$ cat config.mk
export PLATFORM = sky130hd
export DESIGN_NAME = fifo_pair_write_arbiter
export DESIGN_NICKNAME = d
export VERILOG_FILES = /design/src/rtl/fifo_pair_write_arbiter.sv
export SDC_FILE = /design/constraint.sdc
export NUM_CORES = 1
export LEC_CHECK = 0
export ABC_CLOCK_PERIOD_IN_PS = 2500
export CAP_MARGIN = 15
export CORE_MARGIN = 1.5
export CORE_UTILIZATION = 30
export DETAILED_ROUTE_END_ITERATION = 7
export GPL_ROUTABILITY_DRIVEN = 0
export PLACE_DENSITY = 0.58
export SYNTH_ARGS = -nofsm -noshare
export SYNTH_HDL_FRONTEND = slang
export SYNTH_SLANG_ARGS = --single-unit
$ cat constraint.sdc
create_clock -name clk_i -period 2.5 [get_ports clk_i]
set_input_delay 0.25 -clock clk_i [delete_from_list [all_inputs] [get_ports clk_i]]
set_output_delay 0.25 -clock clk_i [all_outputs]
set_load 0.05 [all_outputs]
$ cat src/rtl/fifo_pair_write_arbiter.sv
// Round-robin arbiter packing two producer beats into one FIFO write word.
// Optional partial-pair flush in HI is enabled by defining PAIR_FLUSH_EN.
module fifo_pair_write_arbiter #(
    parameter int DATA_WIDTH   = 8,
    parameter int FLUSH_CYCLES = 16
) (
    input  logic                    clk_i,
    input  logic                    reset_ni,
    input  logic                    req0_valid_i,
    input  logic [DATA_WIDTH-1:0]   req0_data_i,
    output logic                    req0_ready_o,
    input  logic                    req1_valid_i,
    input  logic [DATA_WIDTH-1:0]   req1_data_i,
    output logic                    req1_ready_o,
    input  logic                    fifo_full_i,
    output logic                    fifo_write_o,
    output logic [2*DATA_WIDTH-1:0] fifo_data_o,
    output logic [1:0]              grant_o
);

    localparam logic [1:0] IDLE  = 2'd0;
    localparam logic [1:0] LO    = 2'd1;
    localparam logic [1:0] HI    = 2'd2;
    localparam logic [1:0] WRITE = 2'd3;

    logic [1:0]              state_q, state_d;
    logic [1:0]              grant_q, grant_d;
    logic [2*DATA_WIDTH-1:0] data_q, data_d;
    logic                    last_owner_q, last_owner_d;

    logic                    owner_valid;
    logic [DATA_WIDTH-1:0]   owner_data;
    logic                    beat_phase;
    logic                    owner_fire;
    logic                    write_fire;

    assign owner_valid = grant_q[0] ? req0_valid_i : req1_valid_i;
    assign owner_data  = grant_q[0] ? req0_data_i : req1_data_i;
    assign beat_phase  = (state_q == LO) || (state_q == HI);
    assign owner_fire  = beat_phase && owner_valid;
    assign write_fire  = (state_q == WRITE) && !fifo_full_i;

    assign req0_ready_o = beat_phase && grant_q[0];
    assign req1_ready_o = beat_phase && grant_q[1];
    assign fifo_write_o = write_fire;
    assign fifo_data_o  = data_q;
    assign grant_o      = grant_q;

`ifdef PAIR_FLUSH_EN
    localparam int CW = $clog2(FLUSH_CYCLES + 1);
    localparam logic [CW-1:0] FLUSH_MAX = CW'(FLUSH_CYCLES);

    logic [CW-1:0] idle_cnt_q, idle_cnt_d;
    logic          flush_hit;

    always_comb begin
        idle_cnt_d = idle_cnt_q;
        if (state_q == LO) begin
            idle_cnt_d = '0;
        end else if (state_q == HI) begin
            if (owner_valid) begin
                idle_cnt_d = '0;
            end else if (idle_cnt_q != FLUSH_MAX) begin
                idle_cnt_d = idle_cnt_q + CW'(1);
            end
        end
    end

    assign flush_hit = (state_q == HI) && !owner_valid &&
                       (idle_cnt_d == FLUSH_MAX);

    always_ff @(posedge clk_i) begin
        if (!reset_ni) begin
            idle_cnt_q <= '0;
        end else begin
            idle_cnt_q <= idle_cnt_d;
        end
    end
`else
    logic flush_hit;
    assign flush_hit = 1'b0;
`endif

    always_comb begin
        state_d      = state_q;
        grant_d      = grant_q;
        data_d       = data_q;
        last_owner_d = last_owner_q;
        case (state_q)
            IDLE: begin
                // Tie goes to whoever did not own the previous pair.
                if (req0_valid_i && req1_valid_i) begin
                    grant_d = last_owner_q ? 2'b01 : 2'b10;
                    state_d = LO;
                end else if (req0_valid_i) begin
                    grant_d = 2'b01;
                    state_d = LO;
                end else if (req1_valid_i) begin
                    grant_d = 2'b10;
                    state_d = LO;
                end
            end
            LO: begin
                if (owner_fire) begin
                    data_d[DATA_WIDTH-1:0] = owner_data;
                    state_d = HI;
                end
            end
            HI: begin
                if (owner_fire) begin
                    data_d[2*DATA_WIDTH-1:DATA_WIDTH] = owner_data;
                    state_d = WRITE;
                end else if (flush_hit) begin
                    data_d[2*DATA_WIDTH-1:DATA_WIDTH] = '0;
                    state_d = WRITE;
                end
            end
            WRITE: begin
                if (write_fire) begin
                    last_owner_d = grant_q[1];
                    grant_d      = 2'b00;
                    state_d      = IDLE;
                end
            end
            default: begin
                state_d = IDLE;
                grant_d = 2'b00;
            end
        endcase
    end

    always_ff @(posedge clk_i) begin
        if (!reset_ni) begin
            state_q      <= IDLE;
            grant_q      <= 2'b00;
            data_q       <= '0;
            last_owner_q <= 1'b1;
        end else begin
            state_q      <= state_d;
            grant_q      <= grant_d;
            data_q       <= data_d;
            last_owner_q <= last_owner_d;
        end
    end

endmodule

==> results.toml <==
[critical_path]
crit_chain = "inv_1 > ha_1 > and2_1 > clkdlybuf4s50_1"
r2r-end = "state_q[1]"
critPathLaunchType = "register"
worstSetupPathType = "reg -> out"
path_max_fanout = 6
crit_path_end = "req0_ready_o"
required_ps = 2250
slowest_stage = "clkdlybuf4s50_1"
rrSetupSlack_ps = 940
reg2reg_from = "state_q[0]"
reg2reg_depth = 5
worstPathArrival_ps = 2130
slowest_delay_ps = 800
critPathLaunch = "state_q[0]"
end_kind = "output port"

[global_routing]
grt_pass1_vias = 827
grt_usage_pct = 12.84
overflow = 0
grt_start_max_net_pins = 24
antenna_found_initial = 0
grt_first_pass_wirelength_um = 3608

[yosys]
synth_edf_count = 0
synthTopCellsByArea = "dfxtp_1 40%, o211a_1 15%, mux2i_1 11%, nand2_1 7.5%, ha_1 6.0%"
synthesis.area_um2 = 1046
synth_seq_area_share_pct = 40.19
synth_nets = 129
syn_inst = 103
ys_ff_latch = 21
ys_types = 21
avgSynthCellArea_um2 = 10.16
synth_commonest_cells = "21 x dfxtp_1, 21 x nand2_1, 16 x o211a_1"
yosysTopAreaCell = "dfxtp_1"
yosysTopAreaCellShare_pct = 40.19
async_flop_share_pct = 0
ys_warn_count = 0
yosys_most_used_dff = "dfxtp_1"

[sta]
maxSlewViolCount = 0
fin_skew_ps = 2.564
worst_pin_slew_ps = 757.5
hold_viol_final = 0
setup_tns_ps = 0
holdWs_ps = 483.0
relSlewSlack_pct = 49.34
fin_crit_ps = 2376
final-setup-viol-count = 0
layout_setup_ws_ps = 123.6
fmax_mhz = 420.8
rsz0062_at_grt = "false"
finalCritPeriodShare_pct = 95.06

[routing]
drc = 0
postRouteAntennaNets = 0
first_pass_iters = 4
via_count = 866
first_iter_violations = 47
viasPerCell = 4.606
avgRoutedWirePerCell_um = 12.26
drt-total-wl_um = 2305

[layout]
multiInputGateArea_um2 = 560.5
finalNonFillerCells = 188
seq_area_um2 = 420.4
drive_above_1_share_pct = 6.338
diodes = 0
nets = 169
fin_area_um2 = 1491
area_delta_synth_final_pct = 42.58
finalCoreUtilization_pct = 44.69
fillers = 361

[floorplanning]
dieArea_um2 = 3850
rows = 21
io_pins = 42
die_h_um = 62.05
start_util_pct = 31.35
core_area_um2 = 3337
die_x_um = 62.05

[cts]
clockBufferDepth = 2
path_clk_slew_ps = 110
clock_sinks = 21
postCtsSetupBuffers = 0
cts_resized = 0
numCtsBuffers = 3
ctsHoldBuffers = 0
clk_latency_ps = 300
cts_max_level = 1
clockRootBuffer = "clkbuf_4"
cts_tree = "yes"

[placed_design]
dp_hpwl_um = 1782
place_ws_ps = 454.8
portBuffers = 41
placedCellCount = 184
placed_area_um2 = 1464

[pwr]
power.switching_mw = 0.5276
power.density_nw_per_um2 = 838.4
power_frac_seq_pct = 34.9
sw_frac_of_total_pct = 42.19
internal_power_mw = 0.7229
p_clk_share_pct = 12.8
power.leakage_nw = 0.7421
combPwrFrac_pct = 52.3
vdd_drop_max_mv = 0.2634
total_power_mw = 1.250

[status]
outcome = "finished clean"

[flow_run]
drv_cap = 0

[min_path]
worst_hold_path_type = "reg -> reg"
-- critical path, delay by kind of cell (launching register included) --
| family | cells | cell delay [ps] |
|---|---|---|
| buffers and inverters | 2 | 900 |
| flip-flops | 1 | 410 |
| adder cells (fa/ha/maj) | 1 | 380 |
| AND/OR/NAND/NOR | 1 | 150 |
-- registers in the layout (all words and copies together), names as in the netlist --
register,cells
fifo_data_o,16
grant_o,2
state_q,2
last_owner_q,1
-- cell usage in the layout, fill, tap and decap left out --
master,netlist,layout
a211o_1,1,1
and3_4,2,2
clkbuf_4,0,3
clkdlybuf4s50_1,0,41
nor2b_1,2,2
nand2b_1,1,1
buf_4,0,1
clkinv_2,0,1
nor2_1,3,3
o211a_1,16,16
nand4b_1,1,1
ha_1,5,5
o21ai_0,1,1
inv_1,2,2
and2_1,3,3
mux2i_1,12,12
a21boi_1,1,1
a211oi_2,1,1
mux2_4,1,1
a21oi_1,2,2
nand2_1,21,21
dfxtp_1,21,21
-- power by group through the flow --
stage	clock, mW	sequential (mW)	combinational [mW]
2_1_floorplan	0	0.576	0.352
3_3_place_gp	0	0.440	0.652
3_5_place_dp	0	0.444	0.659
4_1_cts	0.174	0.437	0.662
5_1_grt	0.187	0.446	0.711
6_report	0.160	0.436	0.654
-- cell type report --
cell class	instances	share of cell area, %
clock buffers	3	1.510
repair buffers	42	28.02
multi-input cells	73	37.58
flip-flops and latches	21	28.19
well taps	46	3.859
inverters	2	0.5034
clock inverters	1	0.3356
-- worst min path at each step --
stage	depth (start not counted)	start	endpoint	slack [ps]
global placement	2	last_owner_q	last_owner_q	470
global route	2	last_owner_q	last_owner_q	510
detailed placement	2	last_owner_q	last_owner_q	460
CTS	2	last_owner_q	last_owner_q	490
finish	2	last_owner_q	last_owner_q	480
floorplan	2	reset_ni	state_q[1]	400
-- kinds of logic after synthesis --
family	after synthesis	synth area share, %
AOI/OAI and AO/OA	22	19.50
muxes	13	12.92
adders and majority gates	5	5.981
DFF	21	40.19
and+or+nand+nor	33	15.19
buffers and inverters	9	6.220
-- per-layer routing --
| metal | vias up | GRT usage, % | part of all wire (%) |
|---|---|---|---|
| met5 | - | 0 | 0 |
| met4 | 0 | 4.559 | 0.74 |
| met3 | 3 | 4.555 | 7.7 |
| li1 | 440 | - | - |
| met1 | 390 | 15.54 | 45 |
| met2 | 33 | 20.98 | 47 |
No activity file was read; power rests on OpenSTA's default activity.
